**src/rtl/seq_autocorr.sv**
```systemverilog
// Periodic autocorrelation of an N-bit binary sequence, one tau per N+1 cycles,
// results handed out over a valid/ready port. Optional peak tracking: SEQ_AUTOCORR_PEAK_EN.
module seq_autocorr #(
  parameter int N = 23
) (
  input  logic                   clk,
  input  logic                   rst_n,
  input  logic                   start,
  input  logic [N-1:0]           seq_in,
  output logic                   busy,
  output logic                   corr_valid,
  input  logic                   corr_ready,
  output logic [$clog2(N)-1:0]   corr_shift,
  output logic [$clog2(N)+1:0]   corr_val,
  output logic                   done,
  output logic [$clog2(N)+1:0]   peak_mag,
  output logic [$clog2(N)-1:0]   peak_shift
);

  localparam int SW = $clog2(N);
  localparam int CW = $clog2(N) + 2;
  localparam logic [SW-1:0] LAST = SW'(N - 1);

  typedef enum logic [1:0] {IDLE, ACC, OUT, DONE} state_t;

  state_t state_q, state_d;

  logic [N-1:0]           ref_q;
  logic [N-1:0]           rot_q;
  logic [SW-1:0]          tau_q;
  logic [SW-1:0]          t_q;
  logic signed [CW-1:0]   acc_q;

  logic capture;
  logic step;
  logic advance;

  always_ff @(posedge clk or negedge rst_n) begin
    if (!rst_n) state_q <= IDLE;
    else        state_q <= state_d;
  end

  always_comb begin
    state_d = state_q;
    capture = 1'b0;
    step    = 1'b0;
    advance = 1'b0;
    case (state_q)
      IDLE: begin
        if (start) begin
          capture = 1'b1;
          state_d = ACC;
        end
      end
      ACC: begin
        step = 1'b1;
        if (t_q == LAST) state_d = OUT;
      end
      OUT: begin
        if (corr_ready) begin
          if (tau_q != LAST) begin
            advance = 1'b1;
            state_d = ACC;
          end else begin
            state_d = DONE;
          end
        end
      end
      DONE: state_d = IDLE;
      default: state_d = IDLE;
    endcase
  end

  // rot_q always holds s rotated so that rot_q[t] = s((t+tau) mod N)
  always_ff @(posedge clk or negedge rst_n) begin
    if (!rst_n) begin
      ref_q <= '0;
      rot_q <= '0;
      tau_q <= '0;
      t_q   <= '0;
      acc_q <= '0;
    end else if (capture) begin
      ref_q <= seq_in;
      rot_q <= seq_in;
      tau_q <= '0;
      t_q   <= '0;
      acc_q <= '0;
    end else if (step) begin
      t_q <= t_q + SW'(1);
      if (ref_q[t_q] == rot_q[t_q]) acc_q <= acc_q + CW'(1);
      else                          acc_q <= acc_q - CW'(1);
    end else if (advance) begin
      tau_q <= tau_q + SW'(1);
      rot_q <= {rot_q[0], rot_q[N-1:1]};
      t_q   <= '0;
      acc_q <= '0;
    end
  end

  assign busy       = (state_q != IDLE);
  assign corr_valid = (state_q == OUT);
  assign done       = (state_q == DONE);
  assign corr_shift = tau_q;
  assign corr_val   = acc_q;

`ifdef SEQ_AUTOCORR_PEAK_EN
  logic [CW-1:0] peak_mag_q;
  logic [SW-1:0] peak_shift_q;
  logic [CW-1:0] acc_abs;
  logic          handshake;

  assign handshake = (state_q == OUT) && corr_ready;
  assign acc_abs   = acc_q[CW-1] ? $unsigned(-acc_q) : $unsigned(acc_q);

  // Strictly-greater update keeps the earliest tau on ties; tau 0 is the trivial peak
  always_ff @(posedge clk or negedge rst_n) begin
    if (!rst_n) begin
      peak_mag_q   <= '0;
      peak_shift_q <= '0;
    end else if (capture) begin
      peak_mag_q   <= '0;
      peak_shift_q <= '0;
    end else if (handshake && (tau_q != '0) && (acc_abs > peak_mag_q)) begin
      peak_mag_q   <= acc_abs;
      peak_shift_q <= tau_q;
    end
  end

  assign peak_mag   = peak_mag_q;
  assign peak_shift = peak_shift_q;
`else
  assign peak_mag   = '0;
  assign peak_shift = '0;
`endif

endmodule

```
**config.mk**
```make
export PLATFORM = sky130hd
export DESIGN_NAME = seq_autocorr
export DESIGN_NICKNAME = d
export VERILOG_FILES = /design/src/rtl/seq_autocorr.sv
export SDC_FILE = /design/constraint.sdc
export NUM_CORES = 1
export LEC_CHECK = 0
export ABC_AREA = 1
export CORE_MARGIN = 2
export CORE_UTILIZATION = 25
export DETAILED_ROUTE_END_ITERATION = 10
export GPL_ROUTABILITY_DRIVEN = 0
export GPL_TIMING_DRIVEN = 0
export PLACE_DENSITY_LB_ADDON = 0.08
export RECOVER_POWER = 25
export SETUP_SLACK_MARGIN = 0.15
export SYNTH_ARGS = -nofsm -noshare
export SYNTH_HDL_FRONTEND = slang
export SYNTH_SLANG_ARGS = --single-unit
```
**constraint.sdc**
```tcl
create_clock -name clk -period 2.97 [get_ports clk]
set_input_delay 0.7425 -clock clk [delete_from_list [all_inputs] [get_ports clk]]
set_output_delay 0.7425 -clock clk [all_outputs]
set_load 0.1 [all_outputs]
```
==> impl_metrics.toml <==
[synthesis]
synth-edff-count = 0
synth_seq_area_share_pct = 45.1
ys_seq_elements = 65
ys.flop_type = "dfrtp_1"
ys_warn_count = 0
synth.most_common_cell = "nand2_1"
synth_largest_area_cell = "dfrtp_1"
synthTopCellsByArea = "dfrtp_1 45%, nand2_1 12%, nand3_1 7.6%, inv_1 6.2%, o21ai_0 4.4%"
synth_top_area_share_pct = 45.1
syn_inst = 454
avgSynthCellArea_sq_um = 7.95
yosys-top-cells-count = "114 x nand2_1, 65 x dfrtp_1, 60 x inv_1, 55 x nand3_1, 32 x o21ai_0"
ys_types = 31
async_flop_share_pct = 100
synth_area_sq_mm = 0.00361

[routing]
vias_per_cell = 4.52
ant_nets = 0
totalWireLength_um = 11300
drt_first_pass_iters = 4
route.detailed.drc = 0
drt_iter0_drc = 143
wl_per_cell_um = 15.8
vias = 3243

[global_route]
grt_max_degree = 38
antenna_found_initial = 0
grt_overflow = 0
grt_first_pass_wirelength_um = 18000
track_usage_pct = 15.9
grt_pass1_vias = 3285

[placement]
port_buffers = 41
placed_area_sq_mm = 0.00430
dp_hpwl_um = 7550

[die]
core_sq_mm = 0.0140
initial_core_util_pct = 25.8
rows = 43
dieArea_sq_mm = 0.0154
die_w_um = 124
ios = 54
fp.dieH_um = 124

[critical_path]
cp-start-kind = "flip-flop"
crit_slowest_cell = "dfrtp_1"
worstPathArrival_ns = 3.20
required_ns = 3.19
cp-end-kind = "flip-flop"
critPathMaxFanout = 6
cpPeakStageDelay_ns = 0.41
crit_top_cell = "nand2_2"
path_class = "flip-flop to flip-flop"
path_buf_inv = 5
crit_family = "simple AND/OR/NAND/NOR gates"

[sta]
period_minus_slack_ns = 2.97
relSlewSlack_pct = -12.4
period_share_pct = 100
finalSetupViolCount = 1
tightest_slew_ns = 1.69
maxSlewViolCount = 30
layout_setup_ws_ns = -0.00138
fmax_mhz = 337
clock_skew_ns = 0.00934
grt_setup_unrepaired = "true"
final_hold_viol_count = 0

[clocking]
cts_tree = "built"
root_buffer = "clkbuf_16"
insertion_delay_ns = 0.34
cts_buffers = 9
h-tree-depth = 3
cts_buffer_depth = 2
cts.sinks = 65
cts.clk_slew.worst_paths_ns = 0.05
cts_hold_buf = 0

[layout]
fin_area_sq_mm = 0.00492
diodes = 0
fillers = 1542
fin_nets = 572
areaGrowthSynthToFinish_pct = 36.4
layout-drive-gt1-share_pct = 21.9

[run_status]
status = "finished, violations left"
violations = "max-capacitance violations, max-slew violations, negative setup slack"

[run]
drv_cap = 1

[hold_path]
hold_class = "flip-flop to flip-flop"
[final cells by class]
| cell class | instances | area, sq um | share of cell area (%) |
|---|---|---|---|
| inverters | 68 | 273 | 5.54 |
| flip-flops and latches | 65 | 1630 | 33.0 |
| repair buffers | 58 | 563 | 11.4 |
| clock buffers | 15 | 258 | 5.23 |
| well taps | 180 | 225 | 4.57 |
| plain buffers | 31 | 225 | 4.57 |
| multi-input cells | 301 | 1750 | 35.6 |
[tightest hold or removal path, cell delays in order (launching register included)]
cell and delay, ns:
dfrtp_1 0.35, nand2_1 0.06, nand2_1 0.05
[worst paths after layout]
| check | startpoint | endpoint | slack (ns) | depth (start not counted) |
|---|---|---|---|---|
| setup / recovery | t_q[0] | corr_val[6] | -0.001 | 25 |
| setup reg to reg | t_q[0] | corr_val[6] | -0.001 | 25 |
| hold reg to reg | ref_q[16] | ref_q[16] | 0.49 | 2 |
| min in group asynchronous | rst_n | ref_q[21] | 0.83 | 1 |
| max in group asynchronous | rst_n | corr_val[6] | 0.42 | 2 |
| hold / removal | ref_q[16] | ref_q[16] | 0.49 | 2 |
[what timing repair did]
action,4_1_cts,5_1_grt
pin swaps,25,21
endpoints found under the setup margin,4,6
setup buffers,12,4
gates resized for setup,43,30
hold endpoints to repair,0,0
[per-stage QoR]
step                      std cells  util, %  TNS (ns)  hold WS, ns  setup slack (ns)
final                           718     35.2  -0.00138        0.486          -0.00138
after detailed placement        687     30.8    -0.534        0.463            -0.287
after floorplan                 465        -         0        0.437             0.296
after global placement          686     30.6    -91.96        0.468             -1.41
after global routing            718     35.2     -3.27        0.512            -0.181
after CTS                       714     34.3   -0.0603        0.355           -0.0497
[logic make-up (layout without fill, tap and decap cells)]
group | Yosys count | after routing | share of synthesized area, %
AO/OA/AOI/OAI | 83 | 83 | 13.6
XOR/XNOR | 4 | 4 | 0.970
adder cells (fa/ha/maj) | 11 | 11 | 4.02
buffers and inverters | 99 | 172 | 13.4
flip-flops | 65 | 65 | 45.1
other | 1 | 12 | 0.104
AND/OR/NAND/NOR | 191 | 191 | 22.8
[layer usage]
metal	global-route usage, %	up-vias	wire, um
met5	0	-	0
met4	3.65	0	45
met3	4.85	2	440
met2	25.1	61	5350
met1	21.3	1568	5510
li1	-	1612	-
[cell usage in the layout, fill, tap and decap left out, drive strengths merged, types with 13 or more instances in the layout]
master,instances
nand2,115
inv,68
buf,46
nor2,16
o211ai,21
nand3,56
clkdlybuf4s50,37
a21oi,13
o21ai,39
dfrtp,65
clkbuf,18
[registers in the layout, indices dropped and copies added (netlist names)]
name / count
ref_q: 23
rot_q: 23
corr_val: 7
corr_shift: 5
t_q: 5
state_q: 2
Power is not shown: default switching activity piles up to over one toggle a cycle in this logic, so the estimate is an artifact.
